## src/rtl/serial_addsub_pkg.sv

```systemverilog
// Shared definitions for the bit-serial add/subtract unit: operation
// encodings, FSM state encoding and the carry-seeding helpers.
package serial_addsub_pkg;

    localparam int unsigned OP_W = 2;
    localparam int unsigned ST_W = 2;

    localparam logic [OP_W-1:0] OP_ADD = 2'b00;
    localparam logic [OP_W-1:0] OP_SUB = 2'b01;
    localparam logic [OP_W-1:0] OP_ADC = 2'b10;
    localparam logic [OP_W-1:0] OP_SBB = 2'b11;

    localparam logic [ST_W-1:0] ST_IDLE = 2'd0;
    localparam logic [ST_W-1:0] ST_RUN  = 2'd1;
    localparam logic [ST_W-1:0] ST_DONE = 2'd2;

    // Subtracting ops add the one's complement of b.
    function automatic logic op_is_sub(input logic [OP_W-1:0] op);
        return (op == OP_SUB) || (op == OP_SBB);
    endfunction

    // Carry fed into bit 0: SUB adds the +1 of two's complement,
    // SBB treats cin as a borrow so the incoming carry is its inverse.
    function automatic logic init_carry(input logic [OP_W-1:0] op, input logic cin);
        logic c;
        case (op)
            OP_ADD:  c = 1'b0;
            OP_SUB:  c = 1'b1;
            OP_ADC:  c = cin;
            default: c = ~cin;
        endcase
        return c;
    endfunction

endpackage

```

## src/rtl/serial_addsub_fa_bit.sv

```systemverilog
// One-bit full adder cell used by the serial datapath.
// Ports: a, b, cin -> s (sum), cout (carry out).
module fa_bit (
    input  logic a,
    input  logic b,
    input  logic cin,
    output logic s,
    output logic cout
);

    assign s    = a ^ b ^ cin;
    assign cout = (a & b) | (a & cin) | (b & cin);

endmodule

```

## src/rtl/serial_addsub.sv

```systemverilog
// Bit-serial adder/subtractor: one bit per clock, LSB first, through a
// single full-adder cell. W+2 cycles per operation (accept, W bits, done).
// Ports: clk, rst_n (async active-low), start/op/cin/a/b request inputs;
// busy, done (1-cycle pulse), result, cout, ovf registered outputs.
module serial_addsub
    import serial_addsub_pkg::*;
#(
    parameter int unsigned W = 8
) (
    input  logic         clk,
    input  logic         rst_n,
    input  logic         start,
    input  logic [1:0]   op,
    input  logic         cin,
    input  logic [W-1:0] a,
    input  logic [W-1:0] b,
    output logic         busy,
    output logic         done,
    output logic [W-1:0] result,
    output logic         cout,
    output logic         ovf
);

    localparam int unsigned CW = (W > 1) ? $clog2(W) : 1;

    logic [ST_W-1:0] state_q, state_d;
    logic [CW-1:0]   cnt_q, cnt_d;
    logic [W-1:0]    a_sh_q, a_sh_d;
    logic [W-1:0]    b_sh_q, b_sh_d;
    logic [W-1:0]    r_sh_q, r_sh_d;
    logic            carry_q, carry_d;
    logic [W-1:0]    result_q, result_d;
    logic            cout_q, cout_d;
    logic            ovf_q, ovf_d;
    logic            busy_q, busy_d;
    logic            done_q, done_d;

    logic            fa_s;
    logic            fa_co;

    // Single shared bit cell.
    fa_bit u_fa (
        .a    (a_sh_q[0]),
        .b    (b_sh_q[0]),
        .cin  (carry_q),
        .s    (fa_s),
        .cout (fa_co)
    );

    // Next-state and datapath control.
    always_comb begin
        state_d  = state_q;
        cnt_d    = cnt_q;
        a_sh_d   = a_sh_q;
        b_sh_d   = b_sh_q;
        r_sh_d   = r_sh_q;
        carry_d  = carry_q;
        result_d = result_q;
        cout_d   = cout_q;
        ovf_d    = ovf_q;
        // done trails the DONE state by one edge.
        done_d   = (state_q == ST_DONE);

        case (state_q)
            ST_IDLE: begin
                if (start) begin
                    a_sh_d  = a;
                    b_sh_d  = op_is_sub(op) ? ~b : b;
                    carry_d = init_carry(op, cin);
                    cnt_d   = '0;
                    state_d = ST_RUN;
                end
            end
            ST_RUN: begin
                a_sh_d  = a_sh_q >> 1;
                b_sh_d  = b_sh_q >> 1;
                // Sum bits enter at the MSB so bit 0 lands at position 0 after W shifts.
                r_sh_d  = (r_sh_q >> 1) | (W'(fa_s) << (W - 1));
                carry_d = fa_co;
                if (cnt_q == CW'(W - 1)) begin
                    state_d  = ST_DONE;
                    result_d = r_sh_d;
                    cout_d   = fa_co;
                    // carry_q is the carry into the MSB on this last bit.
                    ovf_d    = carry_q ^ fa_co;
                end else begin
                    cnt_d = cnt_q + CW'(1);
                end
            end
            ST_DONE: begin
                state_d = ST_IDLE;
            end
            default: begin
                state_d = ST_IDLE;
            end
        endcase

        busy_d = (state_d != ST_IDLE);
    end

    // State and datapath registers.
    always_ff @(posedge clk or negedge rst_n) begin
        if (!rst_n) begin
            state_q  <= ST_IDLE;
            cnt_q    <= '0;
            a_sh_q   <= '0;
            b_sh_q   <= '0;
            r_sh_q   <= '0;
            carry_q  <= 1'b0;
            result_q <= '0;
            cout_q   <= 1'b0;
            ovf_q    <= 1'b0;
            busy_q   <= 1'b0;
            done_q   <= 1'b0;
        end else begin
            state_q  <= state_d;
            cnt_q    <= cnt_d;
            a_sh_q   <= a_sh_d;
            b_sh_q   <= b_sh_d;
            r_sh_q   <= r_sh_d;
            carry_q  <= carry_d;
            result_q <= result_d;
            cout_q   <= cout_d;
            ovf_q    <= ovf_d;
            busy_q   <= busy_d;
            done_q   <= done_d;
        end
    end

    assign busy   = busy_q;
    assign done   = done_q;
    assign result = result_q;
    assign cout   = cout_q;
    assign ovf    = ovf_q;

endmodule

```

## config.mk

```make
export PLATFORM = sky130hd
export DESIGN_NAME = serial_addsub
export DESIGN_NICKNAME = d
export VERILOG_FILES = /design/src/rtl/serial_addsub_pkg.sv /design/src/rtl/serial_addsub_fa_bit.sv /design/src/rtl/serial_addsub.sv
export SDC_FILE = /design/constraint.sdc
export NUM_CORES = 1
export LEC_CHECK = 0
export CAP_MARGIN = 20
export CELL_PAD_IN_SITES_DETAIL_PLACEMENT = 0
export CELL_PAD_IN_SITES_GLOBAL_PLACEMENT = 1
export CORE_MARGIN = 3
export CORE_UTILIZATION = 30
export DETAILED_ROUTE_END_ITERATION = 10
export PLACE_DENSITY = 0.68
export SETUP_SLACK_MARGIN = 0.02
export SYNTH_ARGS = -nofsm -noshare
export SYNTH_HDL_FRONTEND = slang
export SYNTH_SLANG_ARGS = --single-unit
```

## constraint.sdc

```tcl
create_clock -name clk -period 4 [get_ports clk]
set_clock_uncertainty 0.2 [all_clocks]
set_input_delay 0.4 -clock clk [delete_from_list [all_inputs] [get_ports clk]]
set_output_delay 0.4 -clock clk [all_outputs]
set_load 0.02 [all_outputs]
```

# Yosys cells after proc, flatten, opt, wreduce, memory -nomap -nowiden

Cells that the tools add are included.

$add $sub $neg: 1
Multiply operators: 0
Divide/modulo/power cells: 0
$lt $le $gt $ge: 0
Equality and inequality tests: 8
Shift operators: 0
Multiplexer cells: 14
Bitwise logic cells: 11
Reduce and logical (&&, ||, !) cells: 8

Operators with widths:

| operator                                                               | count |
|---|---|
| 8-bit case mux with 2 select lines                                     | 2 |
| 8-bit two-way mux                                                      | 3 |
| 8-bit NOT                                                              | 1 |
| 7-bit by 8-bit bitwise OR with 8-bit output                            | 1 |
| 2-bit equality test (second input constant)                            | 3 |
| 3-bit two-way mux                                                      | 2 |
| 3-bit case mux with 2 select lines                                     | 1 |
| 2-bit by 1-bit equality test with 1-bit output (second input constant) | 2 |
| 2-bit zero test                                                        | 2 |
| 2-bit two-way mux                                                      | 2 |
| 2-bit != test (second input constant)                                  | 2 |
| 2-bit case mux with 2 select lines                                     | 1 |
| 2-bit AND reduction                                                    | 2 |
| 2-bit nonzero test                                                     | 2 |
| 3-bit by 1-bit adder with 3-bit output (second input constant)         | 1 |
| 1-bit bitwise AND                                                      | 3 |
| 3-bit equality test (second input constant)                            | 1 |
| 1-bit case mux with 3 select lines                                     | 1 |
| 3-bit AND reduction                                                    | 1 |
| 1-bit bitwise XOR                                                      | 3 |
| 1-bit bitwise OR                                                       | 2 |
| 1-bit case mux with 2 select lines                                     | 1 |
| 1-bit logical OR                                                       | 1 |
| 1-bit two-way mux                                                      | 1 |
| 1-bit NOT                                                              | 1 |

Flip-flop bits (word level): 42
Latch bits: 0
Memory bits (writable): 0
ROM bits: 0
Memories: 0

# Depth between registers and ports, before layout

Depth after elaboration: 5
Gate-level depth with buffers: 6

# Cells and area by module

From an unflattened synthesis, not the netlist that was laid out.

Cell total of the unflattened synthesis: 159
Area, all modules: 1786.7 um^2

By module, submodules not included:

| module        | times used | cells each | area each (um^2) | seq. area each (um^2) |
|---|---|---|---|---|
| serial_addsub | 1          | 158        | 1766.7           | 1026.0 |
| fa_bit        | 1          | 1          | 20.0             | 0.0 |

# Worst setup path before layout

No wires, ideal clock.

Path kind: register to register
From: register cnt_q[0]
To: register cout_q (netlist: cout)
Setup time: 0.125 ns
Data arrival time: 1.326 ns
Setup slack: 2.349 ns
Cell stages (with the launch flop): 6
Clock period less this slack: 1.651 ns
Cell sequence: dfrtp_1 > ha_1 > ha_1 > nand3b_4 > buf_6 > mux2_2

Longest elaborated chain between the ends: 2

RTL lines:

| what                          | line                 | source |
|---|---|---|
| start: declaration            | serial_addsub.sv:27  | `logic [CW-1:0] cnt_q, cnt_d;` |
| start signal: assignment      | serial_addsub.sv:117 | `cnt_q <= cnt_d;` |
| 3-bit equality test           | serial_addsub.sv:80  | `if (cnt_q == CW'(W - 1)) begin` |
| 2-bit AND reduction (no line) | n/a                  |  |
| end signal: assignment        | serial_addsub.sv:123 | `cout_q <= cout_d;` |
| end: declaration              | serial_addsub.sv:33  | `logic cout_q, cout_d;` |

No other way between the ends.
A chain may end at the register's enable or synchronous reset.

# Worst setup path after layout

From: input start
To: register carry_q

Longest elaborated chain between the ends: 2

RTL lines:

| what                          | line                 | source |
|---|---|---|
| start: declaration            | serial_addsub.sv:12  | `input logic start,` |
| 2-bit != test (no line)       | n/a                  |  |
| 2-bit AND reduction (no line) | n/a                  |  |
| end signal: assignment        | serial_addsub.sv:121 | `carry_q <= carry_d;` |
| end: declaration              | serial_addsub.sv:31  | `logic carry_q, carry_d;` |

No other way between the ends.

==> flow_summary_export.csv <==
group,metric,value,unit
worst_setup_path,path_max_fanout,14,
sta,rsz0062_at_grt,"false",
floorplanning,die_h,85.65,um
placement,dpl_cell_area,2253,sq um
worst_setup_path,worstSetupStartpointType,"input pin",
run,drv_cap,0,
global_route,grt_use_total,10.51,%
clocking,cts-hold-fix-buffers,0,
clocking,clockRootBuffer,"clkbuf_8",
global_route,antenna_found_initial,0,
finish,final_cell_mix,"dfrtp_1, nand2_1, clkdlybuf4s50_1, o21ai_0, mux2_2",
routing,wl_per_cell,12.44,um
worst_setup_path,worst-r2r-setup-slack,2.24,ns
floorplanning,initial_core_util,31.58,%
worst_setup_path,crit_chain,"clkdlybuf4s50_1, or3b_1, o221a_4",
logic_synthesis,synth_top_cell_by_area,"dfrtp_1",
sta,max_freq,509.1,MHz
sta,fin_crit,1.964,ns
worst_setup_path,timing.rr.start,"state_q[1]",
sta,slew_headroom,41.56,%
routing,routed_wl,3.408,mm
finish,area_delta_synth_final,23.34,%
clocking,clkTransAtPathRegs,0.07,ns
clocking,post_cts_buffers,0,
logic_synthesis,netlist_area,1903,sq um
worst_setup_path,crit_start,"start",
worst_setup_path,worstRegToRegCells,3,
worst_setup_path,end_kind,"flip-flop",
outcome,status,"finished, final reports clean",
finish,final_common_cell,"dfrtp_1",
finish,fin_util,38.95,%
global_route,overflow,0,
logic_synthesis,synth-seq-area-share,53.91,%
logic_synthesis,netlist_instances,167,
floorplanning,dieArea,7335,sq um
global_route,grt_max_degree,42,
placement,dpl.hpwl,2.373,mm
routing,drtIter0Drc,42,
logic_synthesis,syn_avg_cell_area,11.40,sq um
routing,num_vias,1248,
logic_synthesis,synth_top_area_share,53.91,%
routing,drc,0,
clocking,cts_buffers,5,
sta,fin_crit_sh,49.11,%
clocking,clk_latency,0.29,ns
worst_setup_path,cp.required,3.98,ns
floorplanning,core_area,6026,sq um
power,power.density,703.4,nW/um^2
logic_synthesis,syn_nets,193,
worst_setup_path,cp.depth,3,
finish,diodes,0,
sta,setup_violations,0,
min_path,worst_hold_path_type,"in2async",
clocking,cts_buffer_depth,2,
sta,worstMarginPinSlew,0.8767,ns
clocking,cts_tree,"built",
worst_setup_path,slowest_delay,0.75,ns
worst_setup_path,slowest_stage,"clkdlybuf4s50_1",
routing,dr.pass1.iters,4,
floorplanning,num_rows,28,
worst_setup_path,crit_family,"buffers and inverters",
finish,final-seq-area,1026,sq um
floorplanning,die_w,85.65,um
global_route,grt_pass1_wl,6.120,mm
placement,io_buffers,33,
sta,slew_violations,0,
finish,nNetsFinal,225,
routing,viasPerCell,4.555,
logic_synthesis,ys_types,27,
placement,gp_congestion,0.6742,
finish,multi_input_area,789.5,sq um
power,ir_worst_vdd,0.4474,mV
worst_setup_path,cp_data_arrival_time,1.94,ns
sta,hold_viol,0,
finish,postLayoutCellArea,2347,sq um
clocking,cts.sinks,41,
worst_setup_path,critPathKind,"in2reg",
worst_setup_path,path_buf_inv,1,
clocking,cts.htree.levels,2,
global_route,first_global_vias,1283,
floorplanning,ioPinCount,34,
finish,fillers,608,
logic_synthesis,ys.warnings.count,0,
logic_synthesis,synth-seq-cells,41,
sta,fin_tns_setup,0,ns
logic_synthesis,synth.area.top_cells,"dfrtp_1, nand2_1, mux2_2, a221o_2, xnor2_1",
finish,drive_gt1_share,14.57,%
power,power.leakage,1.083,nW
clocking,cts-resized-gates,0,
routing,ant_nets,0,
power by group:
group,internal [mW],switching [mW]
sequential,0.590,0.108
clock,0.137,0.130
combinational,0.351,0.336
metal layers:
| metal | global-route usage, % | share of wire (%) | up-vias |
|---|---|---|---|
| met2 | 15.54 | 45 | 28 |
| met5 | 0 | 0 | - |
| met4 | 3.885 | 1.8 | 0 |
| li1 | - | - | 628 |
| met1 | 14.35 | 48 | 588 |
| met3 | 3.458 | 5.0 | 4 |
cells by family (layout without fill, tap and decap cells):
kind of cell | count (synthesis) | after routing | share of synthesized area, %
xor+xnor | 10 | 10 | 4.603
simple gates | 58 | 58 | 15.45
flops | 41 | 41 | 53.91
buf+inv | 13 | 45 | 4.601
mux | 10 | 10 | 5.917
fa+ha+maj | 4 | 4 | 3.025
compound gates | 31 | 31 | 12.49
state kept, by name, summed over array words and instances, names as in the netlist:
name / count
r_sh_q: 7
cout: 1
result: 8
b_sh_q: 8
busy: 1
state_q: 2
a_sh_q: 8
ovf: 1
carry_q: 1
done: 1
cnt_q: 3
stage by stage:
step           hold slack, ns  worst slack [ns]  total power [mW]  cells
3_3_place_gp           0.2609             1.710             1.371    266
3_5_place_dp           0.2588             1.709             1.400    266
4_1_cts               0.06687             2.002             1.668    273
6_report              0.02851             2.036             1.651    274
2_1_floorplan        -0.09559             2.349             1.188    167
5_1_grt                0.1011             1.963             1.786    274
worst reg2reg max path, delay by kind of cell, from the launching register on:
family        cells  cell delay (ns)
flops             1             0.62
mux               1             0.28
simple gates      2             0.55
cells in the mapped netlist:
library cell,n
fa_1,1
nand2_1,33
nor2_1,9
o21ai_0,10
a22o_1,2
a221o_2,7
clkbuf_1,1
nand3b_4,1
buf_6,3
ha_1,3
nand2b_1,2
inv_1,3
o21ai_1,1
xnor2_1,9
nor2b_1,3
xor2_1,1
mux2_2,10
or3b_1,1
clkbuf_8,1
buf_2,5
dfrtp_1,41
and3b_1,7
a31oi_1,2
o221a_4,1
o21bai_4,1
and2b_1,2
a21oi_1,7
final cells by class:
| type | instances | area share, % |
|---|---|---|
| flip-flops and latches | 41 | 43.71 |
| multi-input cells | 113 | 33.64 |
| repair buffers | 35 | 14.50 |
| well taps | 75 | 3.998 |
| clock buffers | 7 | 3.678 |
| inverters | 3 | 0.4797 |
path summary, 6_finish.rpt:
path | end
min in group clk | r_sh_q[1]
max in group asynchronous | b_sh_q[7]
setup reg to reg | cnt_q[0]
setup / recovery | carry_q
hold reg to reg | r_sh_q[1]
hold / removal | result[0]
No activity file was read; power rests on OpenSTA's default activity.
